<file path="config.mk">
export PLATFORM = sky130hd
export DESIGN_NAME = pipe_stage_reg_flat
export DESIGN_NICKNAME = d
export VERILOG_FILES = /design/src/rtl/pipe_reg_pkg.sv /design/src/rtl/pipe_stage_reg_if.sv /design/src/rtl/pipe_skid_buf.sv /design/src/rtl/pipe_stage_reg.sv /design/src/flat_wrapper.sv
export SDC_FILE = /design/constraint.sdc
export NUM_CORES = 1
export LEC_CHECK = 0
export CAP_MARGIN = 0
export CORE_AREA = 3 3 85 87
export CTS_CLUSTER_SIZE = 25
export DETAILED_ROUTE_END_ITERATION = 7
export DIE_AREA = 0 0 88 90
export PLACE_DENSITY = 0.75
export SYNTH_ARGS = -nofsm -noshare
export SYNTH_HDL_FRONTEND = slang
export SYNTH_SLANG_ARGS = --single-unit
</file>
<file path="constraint.sdc">
create_clock -name clk -period 1.2 [get_ports clk]
set_input_delay 0.18 -clock clk [delete_from_list [all_inputs] [get_ports clk]]
set_output_delay 0.18 -clock clk [all_outputs]
set_load 0.05 [all_outputs]
</file>
<file path="src/rtl/pipe_reg_pkg.sv">
// -----------------------------------------------------------------------------
// pipe_reg_pkg
// Shared definitions for the handshaked pipeline stage register.
//   pipe_state_t : control state; its 2-bit encoding equals the occupancy.
//   OCC_W        : occupancy output width.
//   DATA_W_MIN/MAX and data_w_legal(): legal payload width range.
// -----------------------------------------------------------------------------
package pipe_reg_pkg;

   localparam int OCC_W      = 2;
   localparam int DATA_W_MIN = 1;
   localparam int DATA_W_MAX = 512;

   typedef logic [OCC_W-1:0] pipe_state_t;

   // Encoding doubles as the number of held entries.
   localparam pipe_state_t ST_EMPTY = 2'd0;
   localparam pipe_state_t ST_FULL  = 2'd1;
   localparam pipe_state_t ST_SKID  = 2'd2;

   function automatic bit data_w_legal(input int w);
      return (w >= DATA_W_MIN) && (w <= DATA_W_MAX);
   endfunction

endpackage : pipe_reg_pkg

</file>
<file path="src/rtl/pipe_stage_reg_if.sv">
// -----------------------------------------------------------------------------
// pipe_stage_reg_if
// Bundles the upstream/downstream handshake, payload and control signals of
// one pipeline stage boundary.
//   slave  : view taken by pipe_stage_reg itself.
//   master : view taken by whatever drives the stage (surrounding pipeline).
// Signals:
//   valid/data_pipe_reg_i, ready_pipe_reg_o : upstream side
//   valid/data_pipe_reg_o, ready_pipe_reg_i : downstream side
//   flush/stall_pipe_reg_i                  : stage control
//   instr_retired_pipe_reg_o                : output-transfer pulse
//   occupancy_pipe_reg_o                    : held entries, 0..2
// -----------------------------------------------------------------------------
interface pipe_stage_reg_if
   import pipe_reg_pkg::*;
#(
   parameter int DATA_W = 64
);

   logic              valid_pipe_reg_i;
   logic              ready_pipe_reg_o;
   logic [DATA_W-1:0] data_pipe_reg_i;
   logic              flush_pipe_reg_i;
   logic              stall_pipe_reg_i;
   logic              valid_pipe_reg_o;
   logic              ready_pipe_reg_i;
   logic [DATA_W-1:0] data_pipe_reg_o;
   logic              instr_retired_pipe_reg_o;
   logic [OCC_W-1:0]  occupancy_pipe_reg_o;

   modport slave (
      input  valid_pipe_reg_i, data_pipe_reg_i, flush_pipe_reg_i,
             stall_pipe_reg_i, ready_pipe_reg_i,
      output ready_pipe_reg_o, valid_pipe_reg_o, data_pipe_reg_o,
             instr_retired_pipe_reg_o, occupancy_pipe_reg_o
   );

   modport master (
      output valid_pipe_reg_i, data_pipe_reg_i, flush_pipe_reg_i,
             stall_pipe_reg_i, ready_pipe_reg_i,
      input  ready_pipe_reg_o, valid_pipe_reg_o, data_pipe_reg_o,
             instr_retired_pipe_reg_o, occupancy_pipe_reg_o
   );

endinterface : pipe_stage_reg_if

</file>
<file path="src/rtl/pipe_skid_buf.sv">
// -----------------------------------------------------------------------------
// pipe_skid_buf
// Single DATA_W storage entry with load and clear controls; holds the beat
// accepted while the main entry is blocked downstream.
//   clk, reset_n : clock, asynchronous active-low reset
//   load, d      : capture d on the rising edge
//   clear        : zero the entry (wins over load)
//   q            : stored entry
// -----------------------------------------------------------------------------
module pipe_skid_buf #(
   parameter int DATA_W = 64
) (
   input  logic              clk,
   input  logic              reset_n,
   input  logic              load,
   input  logic              clear,
   input  logic [DATA_W-1:0] d,
   output logic [DATA_W-1:0] q
);

   always_ff @(posedge clk or negedge reset_n) begin
      if (!reset_n) begin
         q <= '0;
      end else if (clear) begin
         q <= '0;
      end else if (load) begin
         q <= d;
      end
   end

endmodule : pipe_skid_buf

</file>
<file path="src/rtl/pipe_stage_reg.sv">
// -----------------------------------------------------------------------------
// pipe_stage_reg
// Handshaked pipeline register carrying an opaque DATA_W payload between two
// pipeline stages, with stall, flush, a retire pulse and an optional skid
// entry.
//
// Build option:
//   PIPE_REG_SKID_EN  defined   -> skid entry, SKID state, registered ready.
//                     undefined -> EMPTY/FULL only, ready combinational from
//                                  downstream ready and stall.
// Parameters:
//   DATA_W          payload width, 1..512
//   CLEAR_ON_FLUSH  1: flush zeroes payload storage, 0: storage left stale
// Ports:
//   clk      rising-edge clock
//   reset_n  asynchronous active-low reset
//   bus      pipe_stage_reg_if.slave (handshake, payload, flush/stall,
//            retire pulse, occupancy)
// -----------------------------------------------------------------------------
module pipe_stage_reg
   import pipe_reg_pkg::*;
#(
   parameter int DATA_W         = 64,
   parameter bit CLEAR_ON_FLUSH = 1'b1
) (
   input  logic              clk,
   input  logic              reset_n,
   pipe_stage_reg_if.slave   bus
);

   if (!data_w_legal(DATA_W)) begin : g_bad_data_w
      $error("pipe_stage_reg: DATA_W out of range");
   end

   pipe_state_t       state_q;
   pipe_state_t       state_d;
   logic [DATA_W-1:0] main_q;
   logic              main_load;
   logic              valid_out;
   logic              ready_out;
   logic              in_fire;
   logic              out_fire;
   logic              clear_store;

`ifdef PIPE_REG_SKID_EN
   logic [DATA_W-1:0] skid_q;
   logic              skid_load;
   logic              main_from_skid;
`endif

   assign valid_out   = (state_q != ST_EMPTY);
   assign out_fire    = valid_out & bus.ready_pipe_reg_i
                      & ~bus.stall_pipe_reg_i & ~bus.flush_pipe_reg_i;
   assign clear_store = bus.flush_pipe_reg_i & CLEAR_ON_FLUSH;

`ifdef PIPE_REG_SKID_EN
   // Decoded from the state flop only, so downstream ready/stall never
   // reach upstream ready combinationally.
   assign ready_out = (state_q != ST_SKID);
`else
   assign ready_out = ~valid_out
                    | (bus.ready_pipe_reg_i & ~bus.stall_pipe_reg_i);
`endif

   // A flushed input still handshakes upstream; its payload is dropped below.
   assign in_fire = bus.valid_pipe_reg_i & ready_out;

   // NOTE: every signal assigned in this block gets a default first, so no
   // path through the case leaves it unassigned and no latch is inferred.
   always_comb begin
      state_d   = state_q;
      main_load = 1'b0;
`ifdef PIPE_REG_SKID_EN
      skid_load      = 1'b0;
      main_from_skid = 1'b0;
`endif
      if (bus.flush_pipe_reg_i) begin
         state_d = ST_EMPTY;
      end else begin
         case (state_q)
            ST_EMPTY: begin
               if (in_fire) begin
                  state_d   = ST_FULL;
                  main_load = 1'b1;
               end
            end
            ST_FULL: begin
               if (in_fire && out_fire) begin
                  main_load = 1'b1;
               end else if (in_fire) begin
`ifdef PIPE_REG_SKID_EN
                  state_d   = ST_SKID;
                  skid_load = 1'b1;
`endif
               end else if (out_fire) begin
                  state_d = ST_EMPTY;
               end
            end
`ifdef PIPE_REG_SKID_EN
            ST_SKID: begin
               // ready_out is low here, so no input can arrive this cycle.
               if (out_fire) begin
                  state_d        = ST_FULL;
                  main_from_skid = 1'b1;
               end
            end
`endif
            default: state_d = ST_EMPTY;
         endcase
      end
   end

   // NOTE: state and payload flops use non-blocking assignments so every
   // flop samples pre-edge values regardless of block evaluation order.
   always_ff @(posedge clk or negedge reset_n) begin
      if (!reset_n) begin
         state_q <= ST_EMPTY;
      end else begin
         state_q <= state_d;
      end
   end

   // NOTE: the payload is reset even though valid gates it, so data_o reads
   // zero out of reset and after a clearing flush.
   always_ff @(posedge clk or negedge reset_n) begin
      if (!reset_n) begin
         main_q <= '0;
      end else if (clear_store) begin
         main_q <= '0;
      end else if (main_load) begin
         main_q <= bus.data_pipe_reg_i;
`ifdef PIPE_REG_SKID_EN
      end else if (main_from_skid) begin
         main_q <= skid_q;
`endif
      end
   end

`ifdef PIPE_REG_SKID_EN
   pipe_skid_buf #(
      .DATA_W (DATA_W)
   ) u_skid (
      .clk     (clk),
      .reset_n (reset_n),
      .load    (skid_load),
      .clear   (clear_store),
      .d       (bus.data_pipe_reg_i),
      .q       (skid_q)
   );
`endif

   assign bus.ready_pipe_reg_o         = ready_out;
   assign bus.valid_pipe_reg_o         = valid_out;
   assign bus.data_pipe_reg_o          = main_q;
   assign bus.instr_retired_pipe_reg_o = out_fire;
`ifdef PIPE_REG_SKID_EN
   assign bus.occupancy_pipe_reg_o     = state_q;
`else
   assign bus.occupancy_pipe_reg_o     = {1'b0, state_q[0]};
`endif

endmodule : pipe_stage_reg

</file>
<file path="src/flat_wrapper.sv">
// flat-port wrapper written by rule: the top's interface ports become plain ports
module pipe_stage_reg_flat import pipe_reg_pkg::*;
#(
   parameter int DATA_W         = 64,
   parameter bit CLEAR_ON_FLUSH = 1'b1
)
  (clk, reset_n, bus_valid_pipe_reg_i, bus_data_pipe_reg_i, bus_flush_pipe_reg_i, bus_stall_pipe_reg_i, bus_ready_pipe_reg_i, bus_ready_pipe_reg_o, bus_valid_pipe_reg_o, bus_data_pipe_reg_o, bus_instr_retired_pipe_reg_o, bus_occupancy_pipe_reg_o);
  pipe_stage_reg_if #(.DATA_W(DATA_W)) bus_i ();
  input  logic clk;
  input  logic reset_n;
  input wire logic [$bits(bus_i.valid_pipe_reg_i)-1:0] bus_valid_pipe_reg_i;
  input wire logic [$bits(bus_i.data_pipe_reg_i)-1:0] bus_data_pipe_reg_i;
  input wire logic [$bits(bus_i.flush_pipe_reg_i)-1:0] bus_flush_pipe_reg_i;
  input wire logic [$bits(bus_i.stall_pipe_reg_i)-1:0] bus_stall_pipe_reg_i;
  input wire logic [$bits(bus_i.ready_pipe_reg_i)-1:0] bus_ready_pipe_reg_i;
  output wire logic [$bits(bus_i.ready_pipe_reg_o)-1:0] bus_ready_pipe_reg_o;
  output wire logic [$bits(bus_i.valid_pipe_reg_o)-1:0] bus_valid_pipe_reg_o;
  output wire logic [$bits(bus_i.data_pipe_reg_o)-1:0] bus_data_pipe_reg_o;
  output wire logic [$bits(bus_i.instr_retired_pipe_reg_o)-1:0] bus_instr_retired_pipe_reg_o;
  output wire logic [$bits(bus_i.occupancy_pipe_reg_o)-1:0] bus_occupancy_pipe_reg_o;
  assign bus_i.valid_pipe_reg_i = bus_valid_pipe_reg_i;
  assign bus_i.data_pipe_reg_i = bus_data_pipe_reg_i;
  assign bus_i.flush_pipe_reg_i = bus_flush_pipe_reg_i;
  assign bus_i.stall_pipe_reg_i = bus_stall_pipe_reg_i;
  assign bus_i.ready_pipe_reg_i = bus_ready_pipe_reg_i;
  assign bus_ready_pipe_reg_o = bus_i.ready_pipe_reg_o;
  assign bus_valid_pipe_reg_o = bus_i.valid_pipe_reg_o;
  assign bus_data_pipe_reg_o = bus_i.data_pipe_reg_o;
  assign bus_instr_retired_pipe_reg_o = bus_i.instr_retired_pipe_reg_o;
  assign bus_occupancy_pipe_reg_o = bus_i.occupancy_pipe_reg_o;
  pipe_stage_reg #(.DATA_W(DATA_W), .CLEAR_ON_FLUSH(CLEAR_ON_FLUSH)) u_core (.clk(clk), .reset_n(reset_n), .bus(bus_i));
endmodule
</file>
==> impl.org <==
** Worst setup path
- Slowest CP cell :: sky130_fd_sc_hd__dfrtp_4
- CP Launch Type :: flop
- Largest fanout on the critical path :: 7
- The critical path is of the flop to flop type.
- Worst path buffer plus inverter count :: 3
- Kind of end point of the critical path :: flop
- The critical path goes through buf_4 > a21oi_4 > buf_6 > clkbuf_16 > a22o_1.
- For the worst setup path, the data required time is 1.46 ns.
- CP top delay family :: flip-flops
- In this design, the stage delay of the slowest critical-path cell is 0.51 ns.
- Data on the critical path arrives at its endpoint at 1.66 ns.

** Die
- Row generation in the floorplan step produced 29 rows.
- The core region is 6422 µm².
- The floorplan step set the die height to 90 µm.
- The initial utilization of the core area, before any placement, comes to 38.03%.
- Overall die area :: 7920 µm²
- 139 I/O pins were placed.
- Width of the die :: 88 µm

** Routing
- Antenna Nets Post-Route :: 0
- Routed wire length per instance :: 19.60 µm
- For this block, the initial DRC count from the detailed router was 42.
- Dividing the detail-routed via count by the number of cells gives 5.173.
- Wires add up to 7722 µm.
- Detailed-route via count :: 2,038
- After detailed routing, the number of remaining DRC violations is 0.
- First-pass iteration count of the detailed router :: 4

** Logic synthesis
- After synthesis the netlist holds a flip-flop and latch count of 65.
- The Yosys step of the flow raised 0 warnings.
- Counting instances in the post-synthesis netlist gives the leading cell types as 65 x sky130_fd_sc_hd__dfrtp_1, 64 x sky130_fd_sc_hd__a22o_1, 12 x sky130_fd_sc_hd__buf_6.
- Number of distinct library cells after synthesis :: 12
- Most frequent cell after synthesis :: sky130_fd_sc_hd__dfrtp_1
- Dominant synthesized flop cell :: sky130_fd_sc_hd__dfrtp_1
- Syn_nets :: 224
- Synth Instances :: 154
- Netlist area before placement :: 2442 µm²
- Summing the sequential cell areas from Yosys gives 66.60% of the chip area.
- Counting flops with a built-in enable in the synthesized netlist gives 0.
- Async set-reset flop share out of synthesis :: 100.0%
- Cell types occupying the most area after synthesis :: sky130_fd_sc_hd__dfrtp_1 67%, sky130_fd_sc_hd__a22o_1 23%, sky130_fd_sc_hd__buf_6 5.5%
- The top cell type by area accounts for 66.60% of the synthesized area.
- Cell type with the highest aggregate area in the netlist :: sky130_fd_sc_hd__dfrtp_1
- In this run the mean area of a mapped cell was 15.86 µm².

** STA
- Based on the critical path, the design can be clocked at up to 0.7147 GHz.
- Of the available clock period, the critical path in the final layout requires 116.6%.
- Hold violation count in the final report :: 0
- Between clock sinks in the finished design, the worst skew comes to 0.01223 ns.
- Post-route minimum period :: 1.399 ns
- Setup violation total in the final timing report :: 68
- Total negative slack :: -7.831 ns
- Crit path setup slack, layout :: -0.1992 ns
- The number of pins with negative max-slew slack in the final report came to 0.
- Setup repair after global routing could not meet its margin everywhere.

** Global routing
- Entering global routing, the biggest net connects 33 pins.
- Sum of overflow across all layers after global routing :: 0
- The first global-routing pass estimated 11,760 µm of wire.
- In the global route stage, overall resource usage came out at 18.97%.
- The number of antenna violations at the first check in global routing came to 0.
- The number of global-route vias before repair was 2,226.

** Cells and area
- The filler cells instantiated in the layout total 359.
- The number of antenna diodes in the final layout is 0.
- Sequential cell area :: 1630 µm²
- In the final layout, the multi-input gates occupy 680.7 µm².
- Cells fill 78.63% of the core in the end.
- The count of cells in the finished layout, fillers not included, comes to 394.
- At the end of the flow, the number of nets in the layout was 382.
- Cells with a size suffix above 1 make up 36.59% of the layout.
- Layout Area Growth over Synthesis :: 106.8%

** Placed design
- Number of placed instances, taps included :: 366
- Timing analysis after detailed placement gives a worst setup slack of -0.3294 ns.
- Post-detail-place hpwl :: 5105 µm
- The congestion estimate from routability-driven global placement came to 0.6914.
- Number of I/O port buffers :: 137

** Worst hold path
- Worst hold path type :: input port to asynchronous set/reset pin

** Clocking
- Number of clock sinks :: 65
- TritonCTS clock tree :: yes
- No sink is reached through more buffers than the 2 on the longest clock path.
- CTS H-Tree Depth :: 3
- The clock reaches the later pin of the worst-skew pair after 0.34 ns.
- Number of buffers inserted during clock tree synthesis :: 9
- Reg clk slew, reported paths :: 0.09 ns
- The cell sitting at the root of the clock tree is a sky130_fd_sc_hd__clkbuf_8.

** Flow run
- The tool flagged a number of max-cap violations equal to 0.

** Power and ir drop
- For this design the total switching power over the nets is 0.001916 W.
- Power density of the placed cells :: 1272 nW/µm²
- Largest vdd supply drop :: 0.7927 mV
- Relative contribution of the clock network to total power :: 31.6%
- Combinational cells account for 29.4% of the total power.
- In this run switching power makes up 29.82% of total power.
- Relative contribution of sequential cells to total power :: 39.0%
- The analysis attributes to cell leakage a power of 2.284 nW.
- The internal power of the cells totals 0.004509 W.

** Outcome
- Outcome :: finished, violations left
- The checks that failed: negative setup slack.
==> metrics by stage <==
step / total power (W) / area [µm²] / hold slack, ns
finish: 0.006425 / 5050 / 0.3124
global route: 0.006652 / 5050 / 0.3372
CTS: 0.006431 / 4926 / 0.3151
detailed placement: 0.004347 / 4607 / 0.1367
global placement: 0.004318 / 4607 / 0.1254
floorplan: 0.003270 / 2449 / -0.1156
==> area by class of cell <==
cell class / count / share of cell area [%]
well taps: 77 / 1.908
repair buffers: 161 / 47.99
multi-input cells: 75 / 13.48
clock buffers: 9 / 2.453
clock inverters: 7 / 1.883
flip-flops and latches: 65 / 32.28
==> cell usage in the layout, fill, tap and decap left out <==
master	n
sky130_fd_sc_hd__clkinv_2	2
sky130_fd_sc_hd__a21oi_4	1
sky130_fd_sc_hd__conb_1	1
sky130_fd_sc_hd__nand2_4	1
sky130_fd_sc_hd__bufinv_16	2
sky130_fd_sc_hd__dfrtp_4	1
sky130_fd_sc_hd__dlygate4sd3_1	1
sky130_fd_sc_hd__nor2_4	1
sky130_fd_sc_hd__o22ai_4	1
sky130_fd_sc_hd__buf_2	1
sky130_fd_sc_hd__a22o_1	64
sky130_fd_sc_hd__buf_12	74
sky130_fd_sc_hd__buf_6	7
sky130_fd_sc_hd__nand2b_4	3
sky130_fd_sc_hd__and2b_1	1
sky130_fd_sc_hd__dlymetal6s2s_1	1
sky130_fd_sc_hd__a21oi_1	1
sky130_fd_sc_hd__clkbuf_8	9
sky130_fd_sc_hd__clkdlybuf4s50_1	67
sky130_fd_sc_hd__nor2_1	1
sky130_fd_sc_hd__buf_4	5
sky130_fd_sc_hd__buf_16	1
sky130_fd_sc_hd__dfrtp_1	64
sky130_fd_sc_hd__clkbuf_16	4
sky130_fd_sc_hd__clkinv_4	2
sky130_fd_sc_hd__clkinvlp_4	1
==> metal layers <==
metal	vias to the layer above	wire length [µm]	GRT usage, %
met5	-	0	0
met2	84	4062	31.34
met3	7	543	5.667
met4	0	71	6.138
met1	1042	3044	23.47
li1	905	-	-
==> state kept, by name, summed over array words and instances (netlist names) <==
register,cells
u_core.state_q,1
u_core.bus.data_pipe_reg_o,64
==> final timing paths <==
| kind | from | to | slack, ns | cells past startpoint |
|---|---|---|---|---|
| hold reg to reg | u_core.bus.data_pipe_reg_o[54] | u_core.bus.data_pipe_reg_o[54] | 0.56 | 1 |
| min in group clk | bus_ready_pipe_reg_i | u_core.state_q[0] | 0.44 | 5 |
| hold / removal | reset_n | u_core.bus.data_pipe_reg_o[41] | 0.31 | 2 |
| setup reg to reg | u_core.state_q[0] | u_core.bus.data_pipe_reg_o[58] | -0.20 | 5 |
| setup / recovery | u_core.state_q[0] | u_core.bus.data_pipe_reg_o[58] | -0.20 | 5 |
| max in group asynchronous | reset_n | u_core.state_q[0] | 0.35 | 3 |
==> cell families after synthesis <==
logic type	synth area share, %
compound gates	24.64
buf+inv	6.147
flops	66.60
other cells	0.1535
simple gates	2.459
==> power by group through the flow <==
stage / clock [W] / sequential, W / combinational, W
3_3_place_gp: 0 / 0.00254 / 0.00178
5_1_grt: 0.00217 / 0.00252 / 0.00196
3_5_place_dp: 0 / 0.00254 / 0.00181
4_1_cts: 0.00207 / 0.00250 / 0.00185
2_1_floorplan: 0 / 0.00297 / 0.000305
6_report: 0.00203 / 0.00250 / 0.00189
==> timing repair <==
item,in CTS,in global routing
setup buffers,4,1
hold buffers,1,0
pin swaps,6,15
setup endpoints to repair,12,68
hold endpoints to repair,13,0
gates resized for setup,7,4
cloned,1,5
No activity file was read; power rests on OpenSTA's default activity.
